===== config.mk =====
export PLATFORM = sky130hd
export DESIGN_NAME = bird_column_flat
export DESIGN_NICKNAME = d
export VERILOG_FILES = /design/src/rtl/bird_column_if.sv /design/src/rtl/bird_column.sv /design/src/flat_wrapper.sv
export SDC_FILE = /design/constraint.sdc
export NUM_CORES = 1
export LEC_CHECK = 0
export ABC_AREA = 1
export ABC_CLOCK_PERIOD_IN_PS = 2350
export BUFFER_PORTS_ARGS = -buffer_cell sky130_fd_sc_hd__buf_2
export CAP_MARGIN = 20
export CORE_UTILIZATION = 52
export CTS_CLUSTER_SIZE = 14
export DETAILED_ROUTE_END_ITERATION = 10
export PLACE_DENSITY_LB_ADDON = 0.08
export SYNTH_ARGS = -nofsm -noshare
export SYNTH_HDL_FRONTEND = slang
export SYNTH_SLANG_ARGS = --single-unit

===== constraint.sdc =====
create_clock -name clk -period 2.35 [get_ports clk]
set_input_delay 0.47 -clock clk [delete_from_list [all_inputs] [get_ports clk]]
set_output_delay 0.47 -clock clk [all_outputs]
set_load 0.01 [all_outputs]

===== src/rtl/bird_column_if.sv =====
// Handshake bundle between the playfield controller and one bird column:
// event pulses in, LED vector and game status out.
interface bird_column_if #(
  parameter int HEIGHT = 8
);
  localparam int PW = (HEIGHT > 1) ? $clog2(HEIGHT) : 1;

  logic              button;
  logic              fall;
  logic              crash;
  logic [HEIGHT-1:0] lightOn;
  logic [PW-1:0]     pos;
  logic              playing;
  logic              dead;

  modport master (
    output button, fall, crash,
    input  lightOn, pos, playing, dead
  );

  modport slave (
    input  button, fall, crash,
    output lightOn, pos, playing, dead
  );
endinterface


===== src/rtl/bird_column.sv =====
// Bird row tracker for one LED column: IDLE/PLAY/DEAD game phase, flap with
// ceiling clamp, gravity with floor death, registered one-hot LED drive.
module bird_column #(
  parameter int HEIGHT = 8,
  parameter int JUMP   = 1,
  parameter int START  = HEIGHT / 2
) (
  input logic           clk,
  input logic           reset,
  bird_column_if.slave  io
);
  localparam int PW = (HEIGHT > 1) ? $clog2(HEIGHT) : 1;

  localparam logic [PW-1:0]     TOP_ROW   = PW'(HEIGHT - 1);
  localparam logic [PW:0]       TOP_WIDE  = (PW + 1)'(HEIGHT - 1);
  localparam logic [PW:0]       JUMP_WIDE = (PW + 1)'(JUMP);
  localparam logic [PW-1:0]     START_ROW = PW'(START);
  localparam logic [HEIGHT-1:0] ONE_HOT0  = HEIGHT'(1);

  typedef enum logic [1:0] {
    IDLE = 2'd0,
    PLAY = 2'd1,
    DEAD = 2'd2
  } state_t;

  state_t            state_q, state_d;
  logic [PW-1:0]     pos_q, pos_d;
  logic [HEIGHT-1:0] light_q, light_d;
  logic              playing_q, playing_d;
  logic              dead_q, dead_d;
  logic [PW:0]       flapSum;

  always_ff @(posedge clk) begin
    if (reset) begin
      state_q   <= IDLE;
      pos_q     <= START_ROW;
      light_q   <= ONE_HOT0 << START_ROW;
      playing_q <= 1'b0;
      dead_q    <= 1'b0;
    end else begin
      state_q   <= state_d;
      pos_q     <= pos_d;
      light_q   <= light_d;
      playing_q <= playing_d;
      dead_q    <= dead_d;
    end
  end

  always_comb begin
    state_d = state_q;
    pos_d   = pos_q;
    // One bit wider than pos so a flap near the top clamps instead of wrapping.
    flapSum = {1'b0, pos_q} + JUMP_WIDE;

    if ({1'b0, pos_q} > TOP_WIDE) begin
      state_d = IDLE;
      pos_d   = START_ROW;
    end else begin
      case (state_q)
        IDLE: begin
          if (io.button) state_d = PLAY;
        end
        PLAY: begin
          if (io.crash) begin
            state_d = DEAD;
          end else if (io.button) begin
            pos_d = (flapSum > TOP_WIDE) ? TOP_ROW : flapSum[PW-1:0];
          end else if (io.fall) begin
            if (pos_q != '0) pos_d = pos_q - 1'b1;
            else             state_d = DEAD;
          end
        end
        DEAD: begin
          if (io.button) begin
            state_d = IDLE;
            pos_d   = START_ROW;
          end
        end
        default: begin
          state_d = IDLE;
          pos_d   = START_ROW;
        end
      endcase
    end

    // Derived from next-state values so LEDs track pos with no blank cycle.
    light_d   = ONE_HOT0 << pos_d;
    playing_d = (state_d == PLAY);
    dead_d    = (state_d == DEAD);
  end

  assign io.lightOn = light_q;
  assign io.pos     = pos_q;
  assign io.playing = playing_q;
  assign io.dead    = dead_q;
endmodule

===== src/flat_wrapper.sv =====
// flat-port wrapper written by rule: the top's interface ports become plain ports
module bird_column_flat 
#(
  parameter int HEIGHT = 8,
  parameter int JUMP   = 1,
  parameter int START  = HEIGHT / 2
)
  (clk, reset, io_button, io_fall, io_crash, io_lightOn, io_pos, io_playing, io_dead);
  bird_column_if #(.HEIGHT(HEIGHT)) io_i ();
  input logic clk;
  input logic reset;
  input wire logic [$bits(io_i.button)-1:0] io_button;
  input wire logic [$bits(io_i.fall)-1:0] io_fall;
  input wire logic [$bits(io_i.crash)-1:0] io_crash;
  output wire logic [$bits(io_i.lightOn)-1:0] io_lightOn;
  output wire logic [$bits(io_i.pos)-1:0] io_pos;
  output wire logic [$bits(io_i.playing)-1:0] io_playing;
  output wire logic [$bits(io_i.dead)-1:0] io_dead;
  assign io_i.button = io_button;
  assign io_i.fall = io_fall;
  assign io_i.crash = io_crash;
  assign io_lightOn = io_i.lightOn;
  assign io_pos = io_i.pos;
  assign io_playing = io_i.playing;
  assign io_dead = io_i.dead;
  bird_column #(.HEIGHT(HEIGHT), .JUMP(JUMP), .START(START)) u_core (.clk(clk), .reset(reset), .io(io_i));
endmodule

Word level (Yosys, flattened, before mapping)
Cells that the tools add are included.
Widths: inputs -> output; s select.
{"block": "totals", "ff_bits": 15, "output_inout_bits": 13, "elab_cells": 29}
{"block": "classes", "n_addsub": 2, "order_cmp": 1, "n_eq_ne": 4, "shift": 1, "muxes": 14, "n_reduce_logical": 2}
{"op": "$mux 3", "count": 6}
{"op": "$mux 2", "count": 6}
{"op": "$pmux 3 s3", "count": 1}
{"op": "$shl 1x3->8 const A", "count": 1}
{"op": "$pmux 2 s3", "count": 1}
{"op": "$add 3x1->4 const B", "count": 1}
{"op": "$eq 2x1->1 const B", "count": 2}
{"op": "$eq 2x2->1 const B", "count": 2}
{"op": "$gt 4x3->1 const B", "count": 1}
{"op": "$reduce_bool 3->1", "count": 1}
{"op": "$sub 3x1->3 const B", "count": 1}
{"op": "$logic_not 2->1", "count": 1}

Longest topological paths before layout
{"block": "depth", "depth_word": 7, "depth_mapped": 13}

Worst setup path after synthesis
No wires, ideal clock.
{"block": "synth_timing", "path_kind": "register to register", "from": "reg u_core.pos_q[1], in the netlist u_core.io.pos[1]", "to": "reg u_core.light_q[2], in the netlist u_core.io.lightOn[2]", "setup_ps": 114, "arrival_time_ps": 1398, "required_ps": 2236, "slack_ps": 838, "path_stages_with_launch": 13, "path_buffers": 0, "period_less_slack_ps": 1512, "cell_sequence": "dfxtp_1 > inv_1 > ha_1 > inv_1 > nand2_1 > nand2_1 > nand2_1 > nand2_1 > nand2_1 > nand2_1 > nand3_1 > nand2_1 > nor2_1"}
{"block": "synth_via", "elab_chain_len": 7}
{"item": "start: declaration", "line": "bird_column.sv:27", "text": "logic [PW-1:0] pos_q, pos_d;"}
{"item": "start signal: assignment", "line": "bird_column.sv:42", "text": "pos_q <= pos_d;"}
{"item": "$add 3x1->4 (tied with other cells)", "line": "bird_column.sv:53", "text": "flapSum = {1'b0, pos_q} + JUMP_WIDE;"}
{"item": "$gt 4x3->1 / $mux 3 (equally long branches)", "line": "bird_column.sv:67, bird_column.sv:69"}
{"item": "$mux 3 (on tied branches)", "line": "bird_column.sv:67, bird_column.sv:68"}
{"item": "$mux 3", "line": "bird_column.sv:66", "text": "end else if (io.button) begin"}
{"item": "$mux 3", "line": "bird_column.sv:64", "text": "if (io.crash) begin"}
{"item": "$pmux 3 s3 *", "line": "bird_column.sv:59", "text": "case (state_q)"}
{"item": "$shl 1x3->8 *", "line": "bird_column.sv:87", "text": "light_d = ONE_HOT0 << pos_d;"}
{"item": "end signal: assignment", "line": "bird_column.sv:37", "text": "light_q <= ONE_HOT0 << START_ROW;"}
{"item": "end signal: assignment", "line": "bird_column.sv:43", "text": "light_q <= light_d;"}
{"item": "end: declaration", "line": "bird_column.sv:28", "text": "logic [HEIGHT-1:0] light_q, light_d;"}
Mark *: on every way between the ends. The rest lies on a longest branch, timed or not.
A chain may end at the register's enable or synchronous reset.

Final worst setup path
{"block": "layout_timing", "from": "reg u_core.pos_q[1], in the netlist u_core.io.pos[1]", "to": "reg u_core.light_q[6], in the netlist u_core.io.lightOn[6]"}
Same word-level chain as after synthesis.

==> flow_summary_export.csv <==
group,metric,value,unit
clock_network,clock_latency,0.28,ns
worst_setup_path,cpPeakStageDelay,0.49,ns
routing,vias,719,
power,vdd_ir_drop_max,414,uV
sta,setup_tns,0,ns
logic_synthesis,synth_top_family_by_area,"simple AND/OR/NAND/NOR gates",
global_routing,antenna_found_initial,0,
logic_synthesis,synthAdderAreaFrac,4.90,%
logic_synthesis,synth_warnings,0,
routing,ant_nets,0,
global_routing,grt_pass1_vias,577,
worst_setup_path,startpoint_type,"flop",
min_path,min_path_cells,2,
sta,setup_viol,0,
sta,rsz0062_at_grt,"false",
placed_design,port_buffers,17,
placed_design,dp_hpwl,1160,um
clock_network,htree_levels,1,
routing,drt_pass1_iterations,4,
sta,finalHoldViolations,0,
routing,drt-vias-per-instance,4.89,
worst_setup_path,crit_top_cell,"nand2_1",
final_layout,area_delta_synth_final,17.2,%
worst_setup_path,critical_path.slowest_cell,"dfxtp_1",
min_path,min-delay-path-class,"in2reg",
logic_synthesis,synth_seq_cells,15,
power,clockPowerShare,27.5,%
worst_setup_path,crit_chain,"inv_1, ha_1, nand2_2, nand2_1, nand2_2, nand2_1, nand2_1, nand2_1, nand2_1, nand3_1, nand2_1, nor2_1",
logic_synthesis,yosysTopAreaCell,"dfxtp_1",
routing,wirelength,1440,um
sta,worst_slew_pin_slew,0.286,ns
logic_synthesis,synth.distinct_cells,18,
routing,post-route-drc-count,0,
power,p_per_area,579,nW/um2
routing,wl_per_cell,9.78,um
final_layout,fin_nets,141,
global_routing,grt_max_degree,10,
power,power.switching,153,uW
sta,skew,0.00646,ns
logic_synthesis,netlist_top_cells_area,"dfxtp_1 39%, nand2_1 18%, inv_1 5.9%",
clock_network,post_cts_buffers,0,
floorplan,die_area,1630,um2
worst_setup_path,cpLargestDelayFamily,"simple AND/OR/NAND/NOR gates",
logic_synthesis,syn_area,766,um2
sta,maxSlewViolCount,0,
global_routing,grt_first_pass_wirelength,2310,um
power,swShare,29.5,%
clock_network,cts_hold_buf,0,
floorplan,dieWidth,40.4,um
global_routing,overflow,0,
final_layout,drive_gt1_share,27.3,%
placed_design,gp_congestion,0.815,
floorplan,core_area,1330,um2
logic_synthesis,synth_xor_area_share,0,%
floorplan,die_h,40.4,um
power,p_int,366,uW
logic_synthesis,synthesis.nets,119,
final_layout,antenna_cells,0,
worst_setup_path,crit_cells,12,
sta,fin_crit_sh,71.3,%
power,seqPwrFrac,53.7,%
clock_network,numCtsBuffers,3,
worst_setup_path,worst-path-buf-inv,1,
logic_synthesis,synthSimpleGateAreaFrac,41.7,%
worst_setup_path,arrival,1.86,ns
power,p_leak,0.000482,uW
clock_network,cts_root_buf,"clkbuf_4",
floorplan,start_util,57.4,%
global_routing,grtUsageTotal,21.8,%
clock_network,ctsResizeCount,0,
sta,max_freq,597,MHz
worst_setup_path,ff2ff_path_depth,12,
logic_synthesis,synthCells,111,
logic_synthesis,yosysTopAreaCellShare,39.2,%
clock_network,clock_sinks,15,
clock_network,tritoncts,"built",
power,pwr-share-comb,18.8,%
run,cap_violations,0,
sta,fin_crit,1.67,ns
final_layout,final_cell_mix,"37 x nand2_1, 17 x buf_2, 15 x dfxtp_1",
outcome,run_status,"complete, no violations",
routing,drtIter0Drc,16,
worst_setup_path,cp.required,2.54,ns
floorplan,boundaryPins,18,
logic_synthesis,avgSynthCellArea,6.90,um2
logic_synthesis,synth_seq_area_share,39.2,%
final_layout,layout_commonest_cell,"nand2_1",
logic_synthesis,synth.area.mux_share,0,%
sta,slew_headroom,80.9,%
floorplan,placementRows,13,
clock_network,cts_buffer_depth,2,
final_layout,final_util,67.3,%
clock_network,clk_pin_slew_worst_paths,0.09,ns
worst_setup_path,cp_max_fo,9,
logic_synthesis,synth_compound_area_share,6.21,%
worst_setup_path,critPathKind,"reg2reg",
worst_setup_path,crit_path_end_kind,"flop",
==> layout make-up <==
class	instances	area, um2
Fill cell	134	437
Multi-Input combinational cell	80	404
Sequential cell	15	300
Timing Repair Buffer	17	85.1
Inverter	16	61.3
Clock buffer	3	22.5
Tap cell	15	18.8
Clock inverter	1	5.00
==> metrics by stage <==
stage          setup slack (ns)  area [um2]  std cells  hold WS, ns  power (uW)
6_report                  0.675         897        147        0.412         520
3_5_place_dp              0.698         870        143        0.651         383
2_1_floorplan             0.838         766        111        0.539         354
3_3_place_gp              0.726         870        143        0.651         381
4_1_cts                   0.683         897        147        0.406         525
5_1_grt                   0.465         897        147        0.407         548
==> metal layers <==
| metal | wire [um] | global-route usage (%) | part of all wire [%] | vias up |
|---|---|---|---|---|
| met5 | 0 | 0 | 0 | - |
| met4 | 19 | 10.0 | 1.3 | 0 |
| met3 | 69 | 6.67 | 4.8 | 4 |
| met2 | 682 | 31.3 | 47 | 19 |
| met1 | 666 | 29.4 | 46 | 305 |
| li1 | - | - | - | 391 |
==> path summary, 6_finish.rpt <==
| kind | from | endpoint | slack (ns) |
|---|---|---|---|
| worst min-delay path | reset | u_core.io.dead | 0.41 |
| worst max register to register | u_core.io.pos[1] | u_core.io.lightOn[6] | 0.68 |
| worst min register to register | u_core.state_q[1] | u_core.io.pos[1] | 0.66 |
| worst max-delay path | u_core.io.pos[1] | u_core.io.lightOn[6] | 0.68 |
==> state kept, by name, indices dropped and copies added, names as in the netlist <==
signal,count
u_core.io.dead,1
u_core.io.lightOn,8
u_core.io.playing,1
u_core.io.pos,3
u_core.state_q,2
==> logic make-up after synthesis <==
family / Yosys count
compound gates: 8
flops: 15
fa+ha+maj: 3
simple gates: 69
buf+inv: 16
==> power groups by stage <==
| stage | Sequential [uW] | Combinational, uW | Clock (uW) |
|---|---|---|---|
| after detailed placement | 285 | 98.1 | 0 |
| final | 279 | 97.8 | 143 |
| after global routing | 281 | 113 | 154 |
| after global placement | 284 | 96.8 | 0 |
| after floorplan | 289 | 64.9 | 0 |
| after CTS | 279 | 98.6 | 147 |
==> synth_stat cells <==
| library cell | n |
|---|---|
| nand2_1 | 37 |
| dfxtp_1 | 15 |
| ha_1 | 3 |
| nand3b_1 | 1 |
| inv_1 | 12 |
| nand3_4 | 1 |
| a21oi_1 | 6 |
| o21ai_0 | 1 |
| clkinv_2 | 1 |
| nor3_2 | 1 |
| nand4_1 | 1 |
| nand3_2 | 1 |
| nor2_2 | 2 |
| inv_2 | 3 |
| nand3_1 | 8 |
| a22oi_2 | 1 |
| nand2_2 | 5 |
| nor2_1 | 12 |
==> worst register-to-register path, cell delays in order, from the launching register on <==
cell,delay (ns)
dfxtp_1,0.49
inv_1,0.11
ha_1,0.22
nand2_2,0.09
nand2_1,0.06
nand2_2,0.07
nand2_1,0.07
nand2_1,0.06
nand2_1,0.05
nand2_1,0.05
nand3_1,0.14
nand2_1,0.12
nor2_1,0.04
Power figures use the tool's default switching activity.
